[config.mk]
export PLATFORM = sky130hd
export DESIGN_NAME = jk_bank_arbiter
export DESIGN_NICKNAME = d
export VERILOG_FILES = /design/src/rtl/jk_arb_pkg.sv /design/src/rtl/jk_rr_grant.sv /design/src/rtl/jk_bank_arbiter.sv
export SDC_FILE = /design/constraint.sdc
export NUM_CORES = 1
export LEC_CHECK = 0
export CAP_MARGIN = 20
export CORE_ASPECT_RATIO = 1.2
export CORE_MARGIN = 1.5
export CORE_UTILIZATION = 46
export CTS_BUF_LIST = sky130_fd_sc_hd__clkbuf_16
export CTS_CLUSTER_DIAMETER = 120
export DETAILED_ROUTE_END_ITERATION = 12
export GPL_TIMING_DRIVEN = 0
export PLACE_DENSITY_LB_ADDON = 0.3
export SYNTH_ARGS = -nofsm -noshare
export SYNTH_HDL_FRONTEND = slang
export SYNTH_SLANG_ARGS = --single-unit
[constraint.sdc]
create_clock -name clk -period 2.3 [get_ports clk]
set_input_delay 0.46 -clock clk [delete_from_list [all_inputs] [get_ports clk]]
set_output_delay 0.46 -clock clk [all_outputs]
set_load 0.03 [all_outputs]
[src/rtl/jk_arb_pkg.sv]
// Shared constants for the JK bank arbiter: opcodes, FSM state encoding and requester ids.
package jk_arb_pkg;

  localparam logic [1:0] OP_HOLD   = 2'b00;
  localparam logic [1:0] OP_RESET  = 2'b01;
  localparam logic [1:0] OP_SET    = 2'b10;
  localparam logic [1:0] OP_TOGGLE = 2'b11;

  typedef enum logic [1:0] {
    ST_IDLE  = 2'b00,
    ST_ISSUE = 2'b01,
    ST_WAIT  = 2'b10,
    ST_RESP  = 2'b11
  } state_e;

  localparam logic ID_A = 1'b0;
  localparam logic ID_B = 1'b1;

endpackage

[src/rtl/jk_rr_grant.sv]
// Two-way round-robin grant; last_grant resets to B so A wins the first contention.
module jk_rr_grant
  import jk_arb_pkg::*;
(
  input  logic clk,
  input  logic rst_n,
  input  logic idle_i,
  input  logic valid_a_i,
  input  logic valid_b_i,
  output logic grant_a_o,
  output logic grant_b_o
);

  logic last_q, last_d;

  assign grant_a_o = idle_i & valid_a_i & (~valid_b_i | (last_q == ID_B));
  assign grant_b_o = idle_i & valid_b_i & ~grant_a_o;

  always_comb begin
    last_d = last_q;
    if (grant_a_o)      last_d = ID_A;
    else if (grant_b_o) last_d = ID_B;
  end

  always_ff @(posedge clk or negedge rst_n) begin
    if (!rst_n) last_q <= ID_B;
    else        last_q <= last_d;
  end

endmodule

[src/rtl/jk_bank_arbiter.sv]
// Round-robin sequencer driving a bank of JK flip-flops with a fixed 4-cycle command period.
// Optional self-check of the bank response is enabled with macro JK_ARB_CHECK_EN.
module jk_bank_arbiter
  import jk_arb_pkg::*;
#(
  parameter int WIDTH = 8
) (
  input  logic             clk,
  input  logic             rst,
  input  logic             req_valid_a,
  input  logic [1:0]       req_op_a,
  input  logic [WIDTH-1:0] req_mask_a,
  output logic             req_ready_a,
  input  logic             req_valid_b,
  input  logic [1:0]       req_op_b,
  input  logic [WIDTH-1:0] req_mask_b,
  output logic             req_ready_b,
  output logic [WIDTH-1:0] j_out,
  output logic [WIDTH-1:0] k_out,
  input  logic [WIDTH-1:0] q_in,
  output logic             resp_valid,
  output logic             resp_id,
  output logic [WIDTH-1:0] resp_q,
`ifdef JK_ARB_CHECK_EN
  output logic             resp_err,
`endif
  output logic             busy
);

  state_e           state_q;
  logic [WIDTH-1:0] j_q, k_q, resp_q_q;
  logic             id_q, resp_valid_q, resp_id_q;
  logic             gnt_a, gnt_b;
  logic [1:0]       op_d;
  logic [WIDTH-1:0] mask_d, j_d, k_d;

  // Ready is also held low while reset is asserted so every output reads 0 in reset.
  jk_rr_grant u_grant (
    .clk       (clk),
    .rst_n     (rst),
    .idle_i    ((state_q == ST_IDLE) & rst),
    .valid_a_i (req_valid_a),
    .valid_b_i (req_valid_b),
    .grant_a_o (gnt_a),
    .grant_b_o (gnt_b)
  );

  always_comb begin
    op_d   = gnt_b ? req_op_b   : req_op_a;
    mask_d = gnt_b ? req_mask_b : req_mask_a;
    j_d    = ((op_d == OP_SET)   || (op_d == OP_TOGGLE)) ? mask_d : '0;
    k_d    = ((op_d == OP_RESET) || (op_d == OP_TOGGLE)) ? mask_d : '0;
  end

`ifdef JK_ARB_CHECK_EN
  // exp_q holds the JK next-state of q_prev under the issued j/k, taken during ISSUE.
  logic [WIDTH-1:0] exp_q;
  logic             err_q;

  always_ff @(posedge clk or negedge rst) begin
    if (!rst) begin
      exp_q <= '0;
      err_q <= 1'b0;
    end else begin
      if (state_q == ST_ISSUE) exp_q <= (j_q & ~q_in) | (~k_q & q_in);
      if (state_q == ST_WAIT)  err_q <= (q_in != exp_q);
      else                     err_q <= 1'b0;
    end
  end

  assign resp_err = err_q;
`endif

  always_ff @(posedge clk or negedge rst) begin
    if (!rst) begin
      state_q      <= ST_IDLE;
      j_q          <= '0;
      k_q          <= '0;
      id_q         <= ID_A;
      resp_q_q     <= '0;
      resp_valid_q <= 1'b0;
      resp_id_q    <= 1'b0;
    end else begin
      case (state_q)
        ST_IDLE: begin
          if (gnt_a || gnt_b) begin
            j_q     <= j_d;
            k_q     <= k_d;
            id_q    <= gnt_b ? ID_B : ID_A;
            state_q <= ST_ISSUE;
          end
        end
        ST_ISSUE: begin
          j_q     <= '0;
          k_q     <= '0;
          state_q <= ST_WAIT;
        end
        ST_WAIT: begin
          resp_q_q     <= q_in;
          resp_valid_q <= 1'b1;
          resp_id_q    <= id_q;
          state_q      <= ST_RESP;
        end
        ST_RESP: begin
          resp_valid_q <= 1'b0;
          resp_id_q    <= 1'b0;
          state_q      <= ST_IDLE;
        end
        default: state_q <= ST_IDLE;
      endcase
    end
  end

  assign req_ready_a = gnt_a;
  assign req_ready_b = gnt_b;
  assign j_out       = j_q;
  assign k_out       = k_q;
  assign resp_valid  = resp_valid_q;
  assign resp_id     = resp_id_q;
  assign resp_q      = resp_q_q;
  assign busy        = (state_q != ST_IDLE);

endmodule

== Yosys cells after proc, flatten, opt, wreduce, memory -nomap -nowiden ==
Cells that the tools add are included.
W data, S select, Z words.
Cells by class
  reductions and logical operators: 10
  shift-type cells: 0
  equality and inequality tests: 7
  div/mod/pow operators: 0
  bitwise logic cells: 8
  order comparisons: 0
  $mul: 0
  $add $sub $neg: 0
  mux-type cells: 15
Operators with widths (count)
  $mux W8: 5
  $pmux W8 S2: 2
  $eq A2 B2 Y1 const B: 4
  $pmux W2 S4: 1
  $reduce_bool A2 Y1: 4
  $and A1 B1 Y1: 5
  $eq A2 B1 Y1 const B: 2
  $mux W2: 2
  $pmux W1 S2: 2
  $reduce_and A2 Y1: 2
  $logic_or A1 B1 Y1: 3
  $mux W1: 3
  $logic_not A2 Y1: 1
  $ne A2 B1 Y1 const B: 1
  $not A1 Y1: 2
  $or A1 B1 Y1: 1
Word-level totals
  bits of input ports: 32
  flip-flop bits (word level): 30
  word-level logic and storage cells: 48
  ROM bits: 0
  memories kept: 0
  bits in latches: 0
  RAM bits: 0
  output and inout port bits: 29

== Logic depth before layout (Yosys ltp) ==
Gate-level depths: netlist of run 1.
  depth after elaboration: 12
  gate-level depth with buffers: 8
  mapped depth without buffers: 6

== Modules after synthesis ==
A second synthesis of run 1 with hierarchy kept.
Unflattened totals
  cells, all modules: 112
  area total of the unflattened synthesis: 1511.4 sq um
Modules (own cells, without submodules)
  jk_bank_arbiter: area each 1448.9 sq um, instances 1, cells an instance 104, sequential area each 725.7 sq um
  jk_rr_grant: area each 62.6 sq um, instances 1, cells an instance 8, sequential area each 26.3 sq um

== Least setup slack after synthesis of run 1 ==
No wires, ideal clock.
  kind: reg-to-output
  start point: register state_q[0]
  end point: output port req_ready_a
  arrival: 1607 ps
  data required time: 1840 ps
  path slack: 233 ps
  buffers on the path: 2
  cell stages (with the launch flop): 7
  cell sequence: dfrtp_1 inv_1 ha_1 buf_4 buf_2 nand3_1 a21oi_1
On the way
  cells in the longest elaborated chain, start to end: 4
Ends and longest elaborated chain
  from (decl): line jk_bank_arbiter.sv:30  | state_e state_q;
  from (signal assigned): line jk_bank_arbiter.sv:76  | state_q <= ST_IDLE;
  from (signal assigned): line jk_bank_arbiter.sv:90  | state_q <= ST_ISSUE;
  from (signal assigned): line jk_bank_arbiter.sv:96  | state_q <= ST_WAIT;
  $logic_not A2 Y1: line jk_bank_arbiter.sv:41  | .idle_i ((state_q == ST_IDLE) & rst),
  $and A1 B1 Y1: line jk_bank_arbiter.sv:41
  $and A1 B1 Y1 (2 in series): line jk_rr_grant.sv:16  | assign grant_a_o = idle_i & valid_a_i & (~valid_b_i | (last_q == ID_B));
  to (decl): line jk_bank_arbiter.sv:13  | output logic req_ready_a,
No other way between the ends.

== Worst setup path after layout of run 1 ==
Same ends and word-level chain as after synthesis.

==> results of run 1 <==
power groups by stage:
stage	clock network [mW]	logic (mW)	registers [mW]
floorplan	0	0.678	1.30
global placement	0	1.70	0.904
detailed placement	0	1.73	0.920
CTS	0.619	1.74	0.915
global route	0.640	1.87	0.938
finish	0.608	1.75	0.915
metrics by stage:
step | setup WS, ns | hold WS [ns]
6_report | 0.0558 | 0.123
5_1_grt | -0.0228 | 0.157
4_1_cts | 0.00432 | 0.140
3_5_place_dp | -0.608 | 0.477
3_3_place_gp | -1.57 | 0.466
2_1_floorplan | 0.233 | 0.164
worst reg2reg max path: stages, from the launching register on:
cell and delay, ns:
dfrtp_1 0.42, inv_2 0.11, ha_2 0.20, buf_4 0.18
inv_1 0.09, o21a_4 0.25, buf_6 0.15, nand2_1 0.08
o311ai_1 0.10
layout by cell type, fill, tap and decap left out:
master,count
clkdlybuf4s50_1,55
dfrtp_1,29
nand2_1,26
nand4_1,16
o311ai_1,16
mux2_2,8
buf_4,5
clkbuf_16,5
inv_1,4
buf_6,4
ha_1,4
nor2_1,3
o21ai_0,3
inv_2,2
buf_2,2
a21oi_1,2
nand2_2,2
nor3b_4,2
nand3_2,1
a21oi_4,1
nand3_1,1
a21oi_2,1
mux2i_1,1
and4_2,1
o21ai_4,1
nor2_4,1
nand2b_1,1
o21a_4,1
ha_2,1
clkinv_2,1
clkinv_1,1
dlymetal6s2s_1,1
dlygate4sd2_1,1
clkdlybuf4s15_2,1
dfstp_2,1
routing by layer:
layer  global-route usage  vias up
met2                0.372       72
met1                0.272      654
met4                0.104        0
met3               0.0783        8
met5                    0        -
li1                     -      646
sequential cells by signal, indices dropped and copies added, names as in the netlist:
| signal | flops |
|---|---|
| u_grant.last_q | 1 |
| resp_valid | 1 |
| k_out | 8 |
| id_q | 1 |
| state_q | 2 |
| resp_id | 1 |
| j_out | 8 |
| resp_q | 8 |
cell families after synthesis:
| group | Yosys count |
|---|---|
| adder cells (fa/ha/maj) | 5 |
| buffers and inverters | 13 |
| flip-flops | 30 |
| AND/OR/NAND/NOR | 54 |
| multiplexers | 9 |
| AO/OA/AOI/OAI | 25 |
final cells by class:
type / count / share of cell area
Tap cell: 36 / 0.0194
Buffer: 8 / 0.0302
Multi-Input combinational cell: 93 / 0.297
Clock buffer: 5 / 0.0540
Timing Repair Buffer: 61 / 0.261
Sequential cell: 30 / 0.325
Inverter: 5 / 0.00810
Clock inverter: 3 / 0.00540
worst paths after layout:
kind,startpoint,endpoint
max,state_q[0],req_ready_a
min,rst,resp_q[0]
max reg2reg,state_q[0],j_out[4]
min reg2reg,k_out[5],k_out[5]
max in group asynchronous,rst,u_grant.last_q
min in group clk,k_out[5],k_out[5]
repair_timing:
item | in CTS | in global routing
buffers inserted | 1 | 0
resized for setup | 14 | 4
setup endpoints to repair | 3 | 2
==> run metrics, run 1 <==
sequence of cells on the critical path=inv_2 > ha_2 > buf_4 > buf_6 > nand3_1 > a21oi_2 > buf_4; Port Buf Inserts=60; I/O Pins=61; critical path type=reg2out; Synth Area per Inst=11.2 um2; Final Power=3.27 mW; DR top layer=met4; Worst-Margin Slew=0.437 ns; DP Cell Count=232; relative slew slack=0.709; fillcell total=207; number of distinct library cells after synthesis=25; Rows=22; Initial Util=0.488; P_int=1.91 mW; first-pass GRT wire length=6.29 mm; via/cell ratio=5.73; Hold Buf Count CTS=0; Max Cap Viol=0; Compound-Gate Fraction of Synth Area=0.144; setup violators final=0; switching pwr=1.37 mW; Post-DP HPWL=2.75 mm; global route overflow=0; area share of xor/xnor cells in the synthesized design=0; Post-Syn Area=1520 um2; Met3 Routed Length=318 um; Clock Skew=0.00314 ns; crit path DAT=1.78 ns; main combinational cell family by area after synthesis=simple AND/OR/NAND/NOR gates; core area=3110 um2; DRC viols=0; top-count cell post-synth=dfrtp_1; Worst Path Buf+Inv=4; clk_lat worst skew=0.28 ns; synth warn=0; Pwr per Cell Area=1410 nW/um2; Switching Share=0.417; combinational power share=0.534; post-synthesis mux area share=0.0660; Nets=241; initial antenna violation count=0; worst min path class=in2async; simple-gate share of the synthesized area=0.199; layout cell share with drive strength beyond 1=0.200; htree depth=2; Synth Register Bits=30; Pins Over Slew Limit=0; Slowest-stage cell, CP=dfrtp_1; sequential share of the synthesized area=0.496; drt first-iter violations=110; CTS root buffer=clkbuf_16; Setup crit end kind=primary output; largest net degree at the start of global routing=35; Sequential Power Share=0.280; clock transition at the registers of the reported paths=0.05 ns; Max Freq=446 MHz; final worst-path cycle share=0.976; TritonCTS Buffers=5; Setup crit start kind=flip-flop; WL final=3.94 mm; reg2reg setup slack=0.58 ns; fin area=2320 um2; largest cells by area after synthesis=dfrtp_1 (48%), o311ai_1 (9.2%), nand4_1 (6.6%); # diodes=0; CP Depth=7; Mapped Cells=136; Max stage delay on crit path=0.42 ns; commonest cells in the netlist=dfrtp_1 (29), nand2_1 (26), nand4_1 (16), o311ai_1 (16), mux2_2 (8); WL met1=1.56 mm; unrepaired setup endpoints after global routing=true; area share of fa/ha/maj cells after synthesis=0.0413; async set-reset flop share out of synthesis=1.00; Most used DFF post-synth=dfrtp_1; Max FO, Critical Path=10; via count=1380; Routed Antenna Nets=0; Pre-antenna DRT Iters=4; FF/Latch Area=752 um2; Hold Vio Cnt, Final=0; Multi-input gate area=688 um2; final RePlAce weighted congestion=0.803; Placed Area=2160 um2; leak pwr=0.957 nW; most used cell, CP=buf_4; min cycle time layout=2.24 ns; die area=3650 um2; FF-to-FF path depth=8; number of global-route vias before repair=1332; Max Root-Sink Buffers=2; CTS tree=yes; Worst EP required=1.84 ns; net count after synthesis=173; EDFF count, synth=0; Chip Width=55.4 um; Sink Count=30; DR WL met2=1.99 mm; Total Neg Setup Slack=0 ns; top-area cell type share of the netlist area=0.479; fin cells=241; worst vdd rail ir drop=1.11 mV; Total Routing Usage GR=0.228; outcome=finished, final reports clean; Clock power frac=0.186; chip height=65.9 um; delay-heaviest family, CP=buffers and inverters; core occupancy in the finished layout=0.745; area leader, netlist=dfrtp_1; wire per inst=16.4 um; Syn-to-layout area delta=52.8%
(Power assumes the default switching activity.)
==> run 2, diff against run 1 <==
CELL_PAD_IN_SITES_DETAIL_PLACEMENT = 0   (was not set)
CELL_PAD_IN_SITES_GLOBAL_PLACEMENT = 1   (was not set)
CORE_UTILIZATION = 32   (was 46)
REMOVE_ABC_BUFFERS = 1   (was not set)
clock period = 2.1 ns   (was 2.3 ns; I/O delays follow)
==> run 2 against run 1 <==
Against the previous run:
- critical path depth decreased by 3
- clock-buffer cell count unchanged
- critical path type is now in2out
- clock power increased by 11%
- non-clock buffer count decreased by 5
- global-route usage decreased by 5.5 points
- worst setup slack improved by 0.041 ns
- utilization decreased by 24 points
- first-iteration DRC count decreased by 64%
- register-to-register slack got worse by 0.29 ns
- final cell count increased by 7.5%
==> run metrics, run 2 (synthesized netlist as in run 1, its figures left out) <==
chip height=78.4 um (was 65.9 um); Total Neg Setup Slack=0 ns (unchanged); worst vdd rail ir drop=0.681 mV (was 1.11 mV); Routed Antenna Nets=0 (unchanged); outcome=finished, final reports clean (unchanged); die area=5160 um2 (was 3650 um2); I/O Pins=61 (unchanged); Hold WS=0.107 ns (was 0.123 ns); Max Freq=499 MHz; Worst-Margin Slew=0.760 ns (was 0.437 ns); Pre-antenna DRT Iters=4 (unchanged); Chip Width=65.8 um (was 55.4 um); global route overflow=0 (unchanged); crit path DAT=1.58 ns (was 1.78 ns); Pins Over Slew Limit=0 (unchanged); final RePlAce weighted congestion=0.723 (was 0.803); # diodes=0 (unchanged); Max Cap Viol=0 (unchanged); CTS root buffer=clkbuf_16 (unchanged); Initial Util=0.333 (was 0.488); leak pwr=0.919 nW (was 0.957 nW); Setup crit start kind=input port (was flip-flop); Pwr per Cell Area=1550 nW/um2 (was 1410 nW/um2); via count=1401 (was 1380); Post-DP HPWL=2.68 mm (was 2.75 mm); Hold Vio Cnt, Final=0 (unchanged); Nets=237 (was 241); core area=4560 um2 (was 3110 um2); critical path type=in2out (was reg2out); DRC viols=0 (unchanged); fillcell total=427 (was 207); Clock Skew=0.00494 ns (was 0.00314 ns); Multi-input gate area=711 um2 (was 688 um2); wire per inst=16.4 um (about the same); WL final=4.25 mm (was 3.94 mm); setup violators final=0 (unchanged); Max FO, Critical Path=4 (was 10); initial antenna violation count=0 (unchanged); layout cell share with drive strength beyond 1=0.184 (was 0.200); CTS tree=yes (unchanged); commonest non-fill, non-tap cell in the layout=clkdlybuf4s50_1 (unchanged); Port Buf Inserts=60 (unchanged); first-pass GRT wire length=6.82 mm (was 6.29 mm); TritonCTS Buffers=5 (unchanged); worst min path class=in2async (unchanged); Syn-to-layout area delta=52.9% (was 52.8%); clk_lat worst skew=0.27 ns (was 0.28 ns); largest net degree at the start of global routing=35 (unchanged); unrepaired setup endpoints after global routing=false (was true); Setup crit end kind=primary output (unchanged); via/cell ratio=5.41 (was 5.73); Max Root-Sink Buffers=2 (unchanged); htree depth=2 (unchanged); number of global-route vias before repair=1418 (was 1332); Sink Count=30 (unchanged); commonest cells after routing, fill and taps aside=clkdlybuf4s50_1 (55), dfrtp_1 (29), nand2_1 (26), nand4_1 (16), o311ai_1 (16) (unchanged); final worst-path cycle share=0.954; Rows=27 (was 22); Total Routing Usage GR=0.173 (was 0.228); FF/Latch Area=752 um2 (unchanged); min cycle time layout=2.00 ns; Worst EP required=1.68 ns (was 1.84 ns); clock transition at the registers of the reported paths=0.05 ns (about the same); drt first-iter violations=40 (was 110); relative slew slack=0.493 (was 0.709)
run 2: cell types whose count changed in the layout (fill, tap and decap cells not counted), sizes merged:
| cell | previous run | this run |
|---|---|---|
| buf | 11 | 5 |
| inv | 6 | 5 |
| clkdlybuf4s18 | 0 | 1 |
| a21oi | 4 | 5 |
| clkdlybuf4s15 | 1 | 0 |
| dlymetal6s2s | 1 | 0 |
| clkinvlp | 0 | 1 |
| dlygate4sd2 | 1 | 2 |
| clkbuf | 5 | 6 |
run 2: cell type report:
cell class              count  share of cell area
multi-input cells          94               0.307
clock inverters             3             0.00702
inverters                   5             0.00809
well taps                  58              0.0313
clock buffers               5              0.0540
flip-flops and latches     30               0.324
repair buffers             64               0.269
run 2: through the flow:
| stage | power, mW | instances | area (um2) | worst slack [ns] | util |
|---|---|---|---|---|---|
| finish | 3.59 | 259 | 2320 | 0.0967 | 0.508 |
| CTS | 3.60 | 259 | 2310 | 0.0207 | 0.506 |
| global route | 3.81 | 259 | 2320 | 0.0217 | 0.508 |
| floorplan | 2.09 | 128 | 1450 | -0.221 | - |
| detailed placement | 2.82 | 246 | 2120 | -1.38 | 0.465 |
| global placement | 2.76 | 246 | 2130 | -2.02 | 0.466 |
run 2: path summary, 6_finish.rpt:
check	slack [ns]	end	start	cells past startpoint
max	0.1	req_ready_b	req_valid_b	4
min	0.11	j_out[0]	rst	1
max reg2reg	0.29	k_out[2]	state_q[1]	5
min reg2reg	0.49	j_out[7]	j_out[7]	2
max in group asynchronous	1.65	u_grant.last_q	rst	1
min in group clk	0.49	j_out[7]	j_out[7]	2
run 2: timing repair:
item / CTS / global route
gates resized for setup: 13 / 5
buffers inserted: 4 / 0
gates cloned: 1 / 0
hold buffers: 0 / 0
setup endpoints to repair: 19 / 2
pin swaps: 1 / 0
run 2: per-layer routing:
metal	wire, um	vias to the layer above	GRT usage
li1	-	637	-
met1	1660	689	0.194
met2	2190	69	0.310
met3	355	6	0.0573
met4	31	0	0.0417
met5	0	-	0
run 2: critical path, cell delays in order:
cell,delay (ns)
clkdlybuf4s50_1,0.60
nand3_4,0.15
a21oi_4,0.20
clkbuf_4,0.22
run 2: report_power, final:
part           internal, mW  leakage (nW)  switching (mW)
sequential            0.848         0.382           0.159
clock                 0.431        0.0672           0.243
combinational         0.794         0.470            1.11
total                  2.07         0.919            1.52
==> run 3, diff against run 2 <==
CTS_BUF_LIST = not set   (was sky130_fd_sc_hd__clkbuf_16)
==> run 3 against run 2 <==
Against the previous run:
- via count grew 0.79%
- clock power shrank 28%
- highest routed layer unchanged
- flip-flop and latch count is the same
- register-to-register slack is essentially flat
- first-iteration DRC count grew 33%
- critical path type unchanged
==> run metrics, run 3 (synthesized netlist as in run 1, its figures left out) <==
die area=5160 um2 (unchanged); Pwr per Cell Area=1500 nW/um2 (was 1550 nW/um2); via count=1412 (was 1401); chip height=78.4 um (unchanged); Max Freq=497 MHz (was 499 MHz); final RePlAce weighted congestion=0.723 (unchanged); worst vdd rail ir drop=0.626 mV (was 0.681 mV); Rows=27 (unchanged); Final Power=3.41 mW (was 3.59 mW); largest net degree at the start of global routing=35 (unchanged); core area=4560 um2 (unchanged); WL final=4.26 mm (was 4.25 mm); Routed Antenna Nets=0 (unchanged); clk_lat worst skew=0.28 ns (was 0.27 ns); crit path DAT=1.59 ns (was 1.58 ns); Max stage delay on crit path=0.60 ns (about the same); Nets=237 (unchanged); number of global-route vias before repair=1418 (unchanged); sequence of cells on the critical path=clkdlybuf4s50_1 > nand3_4 > a21oi_4 > clkbuf_4 (unchanged); Pre-antenna DRT Iters=4 (unchanged); # diodes=0 (unchanged); htree depth=2 (unchanged); critical path type=in2out (unchanged); Post-DP HPWL=2.68 mm (unchanged); crit path setup slack, layout=0.0884 ns (was 0.0967 ns); final worst-path cycle share=0.958 (was 0.954); min cycle time layout=2.01 ns (was 2.00 ns); first-pass GRT wire length=6.82 mm (unchanged); via/cell ratio=5.45 (was 5.41); Syn-to-layout area delta=49.8% (was 52.9%); Slowest-stage cell, CP=clkdlybuf4s50_1 (unchanged); CTS root buffer=clkbuf_8 (was clkbuf_16); Max Root-Sink Buffers=2 (unchanged); setup violators final=0 (unchanged); Setup crit end kind=primary output (unchanged); clock transition at the registers of the reported paths=0.07 ns (was 0.05 ns); Total Routing Usage GR=0.174 (was 0.173); global route overflow=0 (unchanged); Pins Over Slew Limit=0 (unchanged); commonest non-fill, non-tap cell in the layout=clkdlybuf4s50_1 (unchanged); DRC viols=0 (unchanged); I/O Pins=61 (unchanged); worst min path class=in2async (unchanged); Worst Path Buf+Inv=2 (unchanged); Setup crit start kind=input port (unchanged); Sink Count=30 (unchanged); outcome=finished, final reports clean (unchanged); Clock Skew=0.0125 ns (was 0.00494 ns); Hold WS=0.0888 ns (was 0.107 ns); CTS tree=yes (unchanged); TritonCTS Buffers=5 (unchanged); leak pwr=0.899 nW (was 0.919 nW); relative slew slack=0.496 (was 0.493); Max FO, Critical Path=4 (unchanged); Hold Vio Cnt, Final=0 (unchanged); Port Buf Inserts=60 (unchanged); unrepaired setup endpoints after global routing=false (unchanged); drt first-iter violations=53 (was 40); wire per inst=16.5 um (was 16.4 um); Max Cap Viol=0 (unchanged); layout cell share with drive strength beyond 1=0.189 (was 0.184); delay-heaviest family, CP=buffers and inverters (unchanged); Initial Util=0.333 (unchanged); initial antenna violation count=0 (unchanged); Worst EP required=1.68 ns (about the same); commonest cells after routing, fill and taps aside=clkdlybuf4s50_1 (55), dfrtp_1 (29), nand2_1 (26), nand4_1 (16), o311ai_1 (16) (unchanged); Worst-Margin Slew=0.756 ns (was 0.760 ns); pre-CTS setup slack=-1.38 ns (unchanged); Chip Width=65.8 um (unchanged)
## run 3: power breakdown
part	switching, mW	internal [mW]
sequential	0.159	0.846
clock	0.224	0.263
combinational	1.12	0.797
## run 3: final timing paths
kind	start	to	slack, ns	depth (start not counted)
min in group clk	j_out[7]	j_out[7]	0.49	2
worst min-delay path	rst	j_out[0]	0.09	1
worst max-delay path	req_valid_b	req_ready_b	0.09	4
worst max register to register	state_q[0]	k_out[2]	0.28	5
max in group asynchronous	rst	u_grant.last_q	1.66	1
worst min register to register	j_out[7]	j_out[7]	0.49	2
## run 3: final cells by class
type / count / area [um2]
Inverter: 5 / 18.8
Clock buffer: 6 / 82.6
Fill cell: 432 / 2290
Sequential cell: 30 / 752
Multi-Input combinational cell: 94 / 711
Tap cell: 58 / 72.6
Timing Repair Buffer: 64 / 623
Clock inverter: 2 / 12.5
## run 3: stage by stage
step / std cells / utilization / setup TNS, ns / cell area [um2]
after floorplan: 128 / - / -3.16 / 1450
after global placement: 246 / 0.466 / -27.18 / 2130
after detailed placement: 246 / 0.465 / -12.07 / 2120
after CTS: 259 / 0.496 / 0 / 2260
after global routing: 259 / 0.498 / 0 / 2270
final: 259 / 0.498 / 0 / 2270
## run 3: routing by layer
| metal | global-route usage | routed length [um] |
|---|---|---|
| met1 | 0.192 | 1710 |
| met2 | 0.313 | 2200 |
| met3 | 0.0587 | 348 |
| met4 | 0.0479 | 8 |
| met5 | 0 | 0 |
## run 3: what timing repair did
item | CTS | global route
cloned | 1 | 0
buffers inserted | 4 | 0
hold buffers | 0 | 0
pin swaps | 1 | 0
gates resized for setup | 13 | 5
endpoints found under the hold margin | 0 | 0
setup endpoints to repair | 19 | 2
## run 3: worst reg2reg max path, stage by stage (launching register included)
cell and delay, ns:
dfrtp_1 0.41, inv_2 0.11, ha_4 0.19, nand3_4 0.12, a21oi_2 0.61, o311ai_1 0.22
